[src/rtl/md_sequencer.sv]
// Control sequencer for the iterative multiply/divide unit and the HIGH/LOW register pair.
// Optional busy-cycle performance counter is built when MD_PERF_COUNT_EN is defined.
//
// state  | meaning
// IDLE   | waiting for a MULT/DIV request
// LAUNCH | md_set pulse to the multiply/divide unit
// RUN    | operation in progress, counter counting down to 1
// WRITE  | HIGH/LOW write enables asserted
// DONE   | completion pulse
// ERR    | divide-by-zero exception pulse
module md_sequencer #(
  parameter int MULT_CYCLES = 32,
  parameter int DIV_CYCLES  = 32,
  parameter int CNT_W       = 6
) (
  input  logic        clk,
  input  logic        rst,
  input  logic        start,
  input  logic        op,
  input  logic [31:0] divisor,
  input  logic        abort,
  output logic        md_set,
  output logic        hi_we,
  output logic        lo_we,
  output logic        busy,
  output logic        done,
  output logic        div0_err,
  output logic [31:0] perf_busy_cycles
);

  typedef enum logic [2:0] {
    S_IDLE,
    S_LAUNCH,
    S_RUN,
    S_WRITE,
    S_DONE,
    S_ERR
  } state_t;

  localparam logic [CNT_W-1:0] MULT_LOAD = CNT_W'(MULT_CYCLES);
  localparam logic [CNT_W-1:0] DIV_LOAD  = CNT_W'(DIV_CYCLES);
  localparam logic [CNT_W-1:0] CNT_ONE   = CNT_W'(1);

  state_t           state, state_nxt;
  logic [CNT_W-1:0] cnt, cnt_nxt;
  logic             op_q, op_q_nxt;

  always_ff @(posedge clk) begin
    if (rst) begin
      state <= S_IDLE;
      cnt   <= '0;
      op_q  <= 1'b0;
    end else begin
      state <= state_nxt;
      cnt   <= cnt_nxt;
      op_q  <= op_q_nxt;
    end
  end

  always_comb begin
    state_nxt = state;
    cnt_nxt   = cnt;
    op_q_nxt  = op_q;
    case (state)
      S_IDLE: begin
        if (start && !abort) begin
          // Divide-by-zero is caught here so the unit is never launched.
          if (op && (divisor == 32'd0)) begin
            state_nxt = S_ERR;
          end else begin
            op_q_nxt  = op;
            cnt_nxt   = op ? DIV_LOAD : MULT_LOAD;
            state_nxt = S_LAUNCH;
          end
        end
      end
      S_LAUNCH: state_nxt = S_RUN;
      S_RUN: begin
        if (cnt == CNT_ONE) begin
          state_nxt = S_WRITE;
        end else begin
          cnt_nxt = cnt - CNT_ONE;
        end
      end
      S_WRITE:  state_nxt = S_DONE;
      S_DONE:   state_nxt = S_IDLE;
      S_ERR:    state_nxt = S_IDLE;
      default:  state_nxt = S_IDLE;
    endcase
    if (abort && (state != S_IDLE)) begin
      state_nxt = S_IDLE;
    end
  end

  // abort is the only input that reaches the outputs combinationally: a flush
  // arriving in WRITE must stop the HIGH/LOW update in that same cycle.
  assign md_set   = (state == S_LAUNCH);
  assign hi_we    = (state == S_WRITE) && !abort;
  assign lo_we    = (state == S_WRITE) && !abort;
  assign busy     = (state != S_IDLE);
  assign done     = (state == S_DONE);
  assign div0_err = (state == S_ERR);

  // The count loaded for the latched operation bounds the value seen in RUN.
  always @(posedge clk) begin
    if (!rst && (state == S_RUN)) begin
      assert (cnt != '0 && cnt <= (op_q ? DIV_LOAD : MULT_LOAD))
        else $error("md_sequencer: counter out of range in RUN");
    end
  end

`ifdef MD_PERF_COUNT_EN
  logic [31:0] perf_q;

  always_ff @(posedge clk) begin
    if (rst) begin
      perf_q <= 32'd0;
    end else if (busy && (perf_q != 32'hFFFF_FFFF)) begin
      perf_q <= perf_q + 32'd1;
    end
  end

  assign perf_busy_cycles = perf_q;
`else
  assign perf_busy_cycles = 32'd0;
`endif

endmodule

[config.mk]
export PLATFORM = sky130hd
export DESIGN_NAME = md_sequencer
export DESIGN_NICKNAME = d
export VERILOG_FILES = /design/src/rtl/md_sequencer.sv
export SDC_FILE = /design/constraint.sdc
export NUM_CORES = 1
export LEC_CHECK = 0
export CAP_MARGIN = 40
export CORE_MARGIN = 3
export CORE_UTILIZATION = 30
export CTS_BUF_LIST = sky130_fd_sc_hd__clkbuf_4 sky130_fd_sc_hd__clkbuf_8 sky130_fd_sc_hd__clkbuf_16
export DETAILED_ROUTE_END_ITERATION = 16
export PLACE_DENSITY = 0.85
export SLEW_MARGIN = 40
export SYNTH_ARGS = -nofsm -noshare
export SYNTH_HDL_FRONTEND = slang
export SYNTH_SLANG_ARGS = --single-unit
[constraint.sdc]
create_clock -name clk -period 1.6 [get_ports clk]
set_input_delay 0.32 -clock clk [delete_from_list [all_inputs] [get_ports clk]]
set_output_delay 0.32 -clock clk [all_outputs]
set_load 0.05 [all_outputs]
After elaboration in Yosys (flattened, before gate mapping) --
Cells that the tools add are included.
Storage, ports and cells: register bits 9, output and inout port bits 38, logic and storage cells 33, input port bits 37
Operators by class: mux-type cells 8, $add $sub $neg 1, reductions and logical operators 12, eq/ne operators 10
Operators by type and width (number):
- 32-bit logical NOT | 1
- 6-bit 2-to-1 mux | 3
- 3-bit one-hot mux with 4 select lines | 1
- 6-bit one-hot mux with 2 select lines | 1
- 3-bit 2-to-1 mux | 3
- 2-bit inequality test, second input constant | 4
- 3-bit by 2-bit equality test with 1-bit output, second input constant | 2
- 3-bit equality test, second input constant | 2
- 6-bit by 1-bit equality test with 1-bit output, second input constant | 1
- 6-bit by 1-bit subtractor with 6-bit output, second input constant | 1
- 1-bit logical AND | 4
- 4-bit AND reduction | 1
- 3-bit by 1-bit equality test with 1-bit output, second input constant | 1
- 3-bit logical NOT | 1
- 3-bit nonzero test | 1
- 2-bit AND reduction | 1
- 2-bit nonzero test | 1
- 2-bit OR reduction | 1
- 1-bit logical NOT | 1

Depth between registers and ports, before layout --
Gate-level depths: netlist (run 1).
depth in word-level cells 5, depth in mapped cells 6, depth with buffers taken out 6

Least setup slack after synthesis (run 1) --
No wires, ideal clock.
kind register to output, from register state[1], to output lo_we, buffers on the path 2, arrival 2.185 ns, path slack -0.905 ns, stages on the path, launching flop included 5, cells stage by stage dfxtp_1 -> clkbuf_1 -> nand2_1 -> nor3_1 -> buf_4
On the way: cells in the longest elaborated chain, start to end 2
Ends and longest elaborated chain:
- start: declaration | line 44 | state_t state, state_nxt;
- start signal: assignment | line 54 | state <= state_nxt;
- 3-bit by 2-bit equality test with 1-bit output
- 1-bit logical AND
- end: declaration | line 24 | output logic lo_we,
Every way passes these cells.

Worst setup path in the final report (run 1) --
from register cnt[1], to register state[0]
On the way: cells in the longest elaborated chain, start to end 3
Ends and longest elaborated chain:
- start: declaration | line 45 | logic [CNT_W-1:0] cnt, cnt_nxt;
- start signal: assignment | line 55 | cnt <= cnt_nxt;
- 6-bit by 1-bit equality test with 1-bit output | line 79 | if (cnt == CNT_ONE) begin
- 2-bit inequality test (no line)
- 2-bit AND reduction (no line)
Every way passes these cells. A chain may end at the register's enable or synchronous reset.

==> impl_results.md, run 1 <==
- Clock Latency Late Sink: 0.27 ns
- Drt total wl: 2730 um
- Register clock-pin slew on the reported worst setup and hold paths: 0.07 ns
- Most frequent cell after synthesis: buf_4
- DR vias: 1023
- Status: finished, violations left
- Synth warn: 0
- First-pass GRT wire length: 4230 um
- Crit end category: register
- Final setup viols: 1
- Mux contribution to synthesized area: 0%
- Worst EP arrival: 1.81 ns
- Hold-fix buffers, CTS: 0
- Die X: 63 um
- Synth area leaders: buf_4, dfxtp_1, nor4_1
- Post-layout util: 53.7%
- Post-synthesis adder-cell area fraction: 2.57%
- CTS sink count: 9
- Synthesized area: 975 um2
- Total GRT Usage: 13.4%
- Synth cell count leaders: buf_4, dfxtp_1, nor2_1, nor4_1, nand2_1
- Compound-Gate Fraction of Synth Area: 13.9%
- Hold Path Depth: 3
- Leak: 0.706 nW
- Async SR Flop Fraction: 0%
- Initial Utilization: 31.7%
- Avg WL per Cell: 12.2 um
- Maximum fanout along the worst path: 2
- P&R area growth vs syn: 69.6%
- CTS Buffer Depth: 2
- DRC: 0
- Dominant cell type by area after synthesis: buf_4
- Die area: 3970 um2
- Synth Area in Simple Gates: 33.0%
- N_diodes: 0
- Top-area cell type share of the netlist area: 25.4%
- Unrepaired setup endpoints after global routing: yes
- Achievable Freq: 621 MHz
- Final nets: 220
- Hold crit path type: input port to register
- Hold Worst Slack: 0.392 ns
- Largest family of logic cells by synthesized area: simple AND/OR/NAND/NOR gates
- Antenna violations before repair: 0
- Vias in the first global route: 1008
- CTS tree: built
- CP Launch Type: register
- Clock root buffer master: clkbuf_4
- DR pass1 iterations: 4
- WS Path Type: register to register
- Antenna viol nets, final: 0
- Final period utilization: 101%
- Io pins: 75
- H-tree Lvls: 1
- Register area share after synthesis: 18.5%
- Worst setup margin: -0.0111 ns
- Xor/xnor share of the synthesized area: 1.80%
- Die Y: 63 um
- Yosys reg bits: 9
- HPWL after detailed placement: 2220 um
- Number of synthesized flops with an enable pin: 0
- Slew Limit Fails: 0
- Worst r2r src: cnt[1]
- Share of post-route cells with drive strength above 1: 32.8%
- Max_cap viols: 0
- CP required: 1.80 ns
- Post-layout min period: 1.61 ns
- Core Area: 3080 um2
- Synth cell types: 45
- Mean Syn Cell Area: 8.33 um2
- Placed Area: 1500 um2
- CTS Buf Count: 3
- Port Buffers: 42
- Worst min-delay path startpoint: abort
- Num rows: 20
- Final Hold Vio Count: 0
- Failing checks: negative setup slack
- Fillers: 282
- Avg Vias per Cell: 4.57
- Max VDD drop: 407 uV
- R2R depth: 6
- Post-Syn Instances: 117
- Skew final: 0.00464 ns
- Global route total overflow: 0
- Power Dens Cells: 548 nW/um2
- Placer Congestion: 0.864
- Setup tns final: -0.0111 ns
- Initial DRC count: 13
- Final instance area: 1650 um2
- Largest net degree at the start of global routing: 11
- Total power draw: 0.906 mW
- CP Launch Point: cnt[1]
- Synth Flop Type: dfxtp_1
## cells by family after synthesis
| group | Yosys count |
|---|---|
| compound gates | 18 |
| flops | 9 |
| fa+ha+maj | 2 |
| simple gates | 45 |
| other cells | 1 |
| buf+inv | 40 |
| xor+xnor | 2 |
## timing repair
| item | 4_1_cts | 5_1_grt |
|---|---|---|
| endpoints found under the setup margin | 9 | 11 |
| pin swaps | 6 | 7 |
| buffers inserted | 6 | 2 |
| resized for setup | 9 | 12 |
| hold endpoints to repair | 0 | 0 |
## state kept, by name (all words and copies together) (netlist names)
signal  cells
state       3
cnt         6
## stage by stage
step / worst slack (ns) / instances
6_report: -0.0111 / 224
5_1_grt: -0.0780 / 224
4_1_cts: -0.0395 / 222
3_5_place_dp: -0.368 / 213
3_3_place_gp: -0.302 / 213
2_1_floorplan: -0.254 / 148
## worst max-delay path: stages (launching register included)
cell and delay (ns):
dfxtp_2 0.32, inv_2 0.07, ha_4 0.14, nand2b_4 0.05
o41a_1 0.33, or4_4 0.51, nor3_2 0.12
## routing by layer
| layer | global-route usage (%) | up-vias | share of wire [%] |
|---|---|---|---|
| met4 | 6.34 | 0 | 1.9 |
| met3 | 3.78 | 7 | 10 |
| met1 | 14.6 | 465 | 35 |
| met5 | 0 | - | 0 |
| li1 | - | 489 | - |
| met2 | 23.6 | 62 | 53 |
## area by class of cell
class	instances	area (um2)	area share, %
clock buffer	4	30.0	1.82
inverter	3	11.3	0.681
multi-input combinational	99	704	42.6
sequential	9	186	11.3
tap	44	55.1	3.33
timing repair buffer	65	666	40.3
## where the power goes
| group | switching (mW) | internal [mW] | total (mW) |
|---|---|---|---|
| registers | 0.00909 | 0.233 | 0.242 |
| logic | 0.284 | 0.178 | 0.462 |
| clock network | 0.0883 | 0.114 | 0.202 |
## placed cells by master (no fill, tap or decap), types with 2 or more instances in the layout
| cell | n |
|---|---|
| a21oi_1 | 4 |
| nor4_1 | 7 |
| a311oi_1 | 2 |
| clkbuf_4 | 4 |
| nor3_1 | 2 |
| or4_1 | 2 |
| buf_12 | 6 |
| or4_4 | 2 |
| buf_4 | 20 |
| nor3_4 | 2 |
| dfxtp_2 | 2 |
| nand2_2 | 2 |
| dfxtp_1 | 6 |
| dlygate4sd2_1 | 3 |
| inv_1 | 2 |
| nor3b_4 | 2 |
| conb_1 | 32 |
| dlymetal6s2s_1 | 2 |
| clkdlybuf4s50_1 | 31 |
| xnor2_1 | 2 |
| nand2_1 | 3 |
| nor2_1 | 6 |
| buf_6 | 3 |
| nand4_1 | 2 |
## final timing paths
kind / endpoint / slack [ns]
worst max-delay path: state[0] / -0.01
worst min-delay path: state[1] / 0.39
worst max register to register: state[0] / -0.01
worst min register to register: cnt[3] / 0.55
Note: power is estimated with default switching activity, not from simulation.
==> run 2: changes to the inputs <==
CORE_MARGIN = default   (was 3)
==> run 2 against run 1 <==
The flow still finishes with violations (negative setup slack); wire length is 1.8% lower; cell area grew 2.3%; largest power group unchanged; critical endpoint is now busy; clock power is essentially flat; sequential power barely moved; clock skew down 0.0040 ns; global-route usage grew 2.9 points; first-iteration DRC count grew 46%; worst hold slack worse by 0.0039 ns; sequential share of layout area shrank 0.11 points; highest routed layer unchanged; setup slack worse by 0.041 ns.
==> impl_results.md, run 2 (synthesis gave the netlist of run 1 again) <==
- Vias in the first global route: 1002
- Final setup viols: 7
- Worst EP arrival: 1.33 ns
- Hold crit path type: input port to register
- Maximum fanout along the worst path: 2
- CTS sink count: 9
- DR pass1 iterations: 4
- Hold-fix buffers, CTS: 0
- Biggest register: cnt
- Placed Cells: 216
- WS Path Type: register to output port
- Failing checks: negative setup slack
- Die area: 3480 um2
- Num rows: 20
- Die X: 59 um
- Die Y: 59 um
- P&R area growth vs syn: 73.6%
- Max VDD drop: 394 uV
- CTS tree: built
- Post-layout util: 55.0%
- Slew Limit Fails: 0
- Initial Utilization: 31.7%
- Register clock-pin slew on the reported worst setup and hold paths: 0.06 ns
- CTS Buf Count: 3
- CP Launch Point: state[1]
- Final nets: 220
- Avg Vias per Cell: 4.64
- Power Dens Cells: 543 nW/um2
- Largest net degree at the start of global routing: 9
- Worst setup margin: -0.0517 ns
- N_diodes: 0
- Commonest non-fill, non-tap cells in the layout: conb_1, clkdlybuf4s50_1, buf_4
- Io pins: 75
- Clock Latency Late Sink: 0.27 ns
- Status: finished, violations left
- Leak: 0.715 nW
- Comb power frac: 51.4%
- Initial DRC count: 19
- Flop pwr share: 26.5%
- Global route total overflow: 0
- Port Buffers: 42
- Avg WL per Cell: 12.0 um
- Switching part of the total: 42.0%
- Finished Layout Cells: 224
- Worst r2r src: state[1]
- CTS Buffer Depth: 2
- Antenna violations before repair: 0
- Placer Congestion: 0.950
- Internal: 0.533 mW
- Skew final: 0.000687 ns
- Achievable Freq: 605 MHz
- CP required: 1.28 ns
- First-pass GRT wire length: 4200 um
- Total GRT Usage: 16.3%
- Antenna viol nets, final: 0
- Max FFs per register: 6
- DR vias: 1039
- CP Launch Type: register
- Clock root buffer master: clkbuf_4
- Final Hold Vio Count: 0
- Total power draw: 0.919 mW
- Post-layout min period: 1.65 ns
- Clock network power share: 22.0%
- R2R depth: 5
- H-tree Lvls: 1
- Drt total wl: 2680 um
- Sw power: 0.386 mW
- DRC: 0
- Unrepaired setup endpoints after global routing: yes
- Final instance area: 1690 um2
- Hold Path Depth: 3
- Share of post-route cells with drive strength above 1: 36.1%
- Worst min-delay path startpoint: abort
- Core Area: 3080 um2
- Fillers: 284
- Final period utilization: 103%
- Crit end category: output port
- Placed Area: 1530 um2
- Largest regs: cnt: 6 flops, state: 3 flops
- HPWL after detailed placement: 1990 um
- Max_cap viols: 0
## run 2: changes by cell type in the layout (fill, tap and decap cells not counted), sizes merged
cell / delta
clkdlybuf4s50: +1
dlymetal6s2s: -1
## run 2: path summary, 6_finish.rpt
kind                                  to  slack, ns
worst max-delay path                busy      -0.05
worst min-delay path            state[1]       0.39
worst max register to register    cnt[2]      -0.04
worst min register to register  state[0]       0.48
## run 2: timing repair
item                                    in CTS  in global routing
pin swaps                                   11                  7
setup buffers                                3                  1
endpoints found under the setup margin      11                 14
cloned                                       0                  0
resized for setup                           19                 12
## run 2: critical path, stage by stage (launching register included)
cell	delay (ns)
dfxtp_4	0.35
buf_6	0.11
or3_4	0.33
buf_6	0.13
buf_12	0.14
## run 2: through the flow
step	TNS (ns)	setup slack, ns	hold slack [ns]
final	-0.176	-0.0517	0.388
after global routing	-0.678	-0.115	0.411
after CTS	-0.316	-0.102	0.453
after detailed placement	-2.43	-0.391	0.493
after global placement	-2.15	-0.324	0.485
after floorplan	-0.259	-0.254	0.397
## run 2: power by group through the flow
stage | registers, mW | logic (mW) | clock network (mW)
global placement | 0.248 | 0.437 | 0
detailed placement | 0.248 | 0.440 | 0
CTS | 0.242 | 0.458 | 0.203
floorplan | 0.245 | 0.342 | 0
finish | 0.244 | 0.473 | 0.203
global route | 0.245 | 0.496 | 0.209
## run 2: routing by layer
layer	up-vias	global-route usage (%)	part of all wire (%)
met5	-	0	0
met4	0	6.12	1.3
met3	3	3.06	8.3
met2	63	31.0	52
met1	482	17.7	38
li1	491	-	-
## run 2: cell type report
cell class | count | area (um2) | area share (%)
Timing Repair Buffer | 65 | 674 | 39.9
Tap cell | 44 | 55.1 | 3.25
Clock buffer | 4 | 30.0 | 1.78
Inverter | 3 | 11.3 | 0.666
Multi-Input combinational cell | 99 | 732 | 43.3
Sequential cell | 9 | 189 | 11.2
==> run 3: changes to the inputs <==
CORE_ASPECT_RATIO = 1.75   (was default)
==> run 3 against run 2 <==
Final cell count grew 2.2%; die area grew 0.25%; wire length grew 7.2%; the run still ends with negative setup slack left; critical path type is now register to register; highest routed layer unchanged.
==> impl_results.md, run 3 (synthesis gave the netlist of run 1 again) <==
- Status: finished, violations left
- Failing checks: negative setup slack
- Register clock-pin slew on the reported worst setup and hold paths: 0.05 ns
- Power Dens Cells: 575 nW/um2
- Total GRT Usage: 17.3%
- Finished Layout Cells: 229
- Leak: 0.809 nW
- Total power draw: 1.01 mW
- DR pass1 iterations: 4
- CTS Buf Count: 3
- Avg WL per Cell: 12.5 um
- Avg Vias per Cell: 4.76
- Die X: 45.1 um
- Die Y: 77.4 um
- Post-layout min period: 1.61 ns
- First-pass GRT wire length: 4320 um
- Io pins: 75
- Share of post-route cells with drive strength above 1: 38.2%
- CTS sink count: 9
- HPWL after detailed placement: 2220 um
- Fillers: 284
- Crit end category: register
- Commonest non-fill, non-tap cells in the layout: conb_1, buf_4, clkdlybuf4s50_1
- Initial Utilization: 31.4%
- Antenna viol nets, final: 0
- N_diodes: 0
- DRC: 0
- CP required: 1.77 ns
- Port Buffers: 42
- CTS tree: built
- Commonest non-fill, non-tap cell in the layout: conb_1
- Antenna violations before repair: 0
- Clock root buffer master: clkbuf_8
- WS Path Type: register to register
- Drt total wl: 2870 um
- CP Launch Type: register
- Max VDD drop: 499 uV
- Clock Latency Late Sink: 0.24 ns
- Slowest Stage Delay on Critical Path: 0.52 ns
- Placer Congestion: 0.869
- Biggest register: cnt
- Skew final: 0.00868 ns
- Worst setup margin: -0.0148 ns
- Final period utilization: 101%
- Cell Chain, Critical Path: inv_2 -> ha_4 -> nand2b_4 -> o41a_1 -> or4_4 -> nor3_2
- Vias in the first global route: 1002
- Hold-fix buffers, CTS: 0
- Slew Limit Fails: 0
- Final setup viols: 3
- Die area: 3490 um2
- Largest regs: cnt: 6 flops, state: 3 flops
- Achievable Freq: 619 MHz
- DR vias: 1089
- Worst EP arrival: 1.79 ns
- Slowest-stage cell, CP: or4_4
- Placed Cells: 214
- Largest net degree at the start of global routing: 11
- Global route total overflow: 0
- Unrepaired setup endpoints after global routing: yes
- Max FFs per register: 6
- Initial DRC count: 29
- Num rows: 27
- P&R area growth vs syn: 80.5%
- CTS Buffer Depth: 2
- Core Area: 3110 um2
- Max_cap viols: 0
- Final nets: 226
- Maximum fanout along the worst path: 2
- H-tree Lvls: 1
- Final Hold Vio Count: 0
- Hold crit path type: input port to register
==> run 3: final cells by class <==
type | instances | area, um2 | area share [%]
clock buffer | 4 | 48.8 | 2.77
tap | 43 | 53.8 | 3.06
sequential | 9 | 188 | 10.7
inverter | 3 | 11.3 | 0.640
multi-input combinational | 99 | 734 | 41.7
timing repair buffer | 71 | 723 | 41.1
==> run 3: path summary, 6_finish.rpt <==
kind,end,slack (ns),cells past startpoint,from
setup / recovery,state[0],-0.01,6,cnt[1]
hold / removal,state[1],0.56,3,abort
setup reg to reg,state[0],-0.01,6,cnt[1]
hold reg to reg,cnt[0],0.61,2,cnt[0]
==> run 3: power by group <==
group	internal, mW	switching (mW)
sequential	0.234	0.00729
clock	0.192	0.103
combinational	0.184	0.292
total	0.609	0.402
==> run 3: through the flow <==
step | TNS, ns | area (um2) | hold WS (ns) | utilization, % | setup WS (ns)
global placement | -2.07 | 1520 | 0.572 | 48.8 | -0.340
floorplan | -0.259 | 1130 | 0.397 | - | -0.254
global route | -0.357 | 1760 | 0.572 | 56.6 | -0.0810
CTS | -0.00877 | 1610 | 0.534 | 51.9 | -0.00877
detailed placement | -2.39 | 1520 | 0.592 | 48.8 | -0.415
finish | -0.0258 | 1760 | 0.555 | 56.6 | -0.0148
==> run 3: per-layer routing <==
metal  track usage (%)  wire [um]  vias to the layer above
li1                  -          -                      496
met1              14.5        829                      510
met2              33.6       1750                       72
met3              1.63        159                       11
met4              12.1        131                        0
met5                 0          0                        -
==> run 3: critical path: cells and delay by family (launching register included) <==
kind / cells / cell delay (ns)
fa+ha+maj: 1 / 0.16
buf+inv: 1 / 0.07
flops: 1 / 0.31
compound gates: 1 / 0.33
simple gates: 3 / 0.68
==> run 3: timing repair <==
action / in CTS / in global routing
setup buffers: 3 / 8
pin swaps: 7 / 12
hold endpoints to repair: 0 / 0
gates resized for setup: 13 / 23
endpoints found under the setup margin: 8 / 9
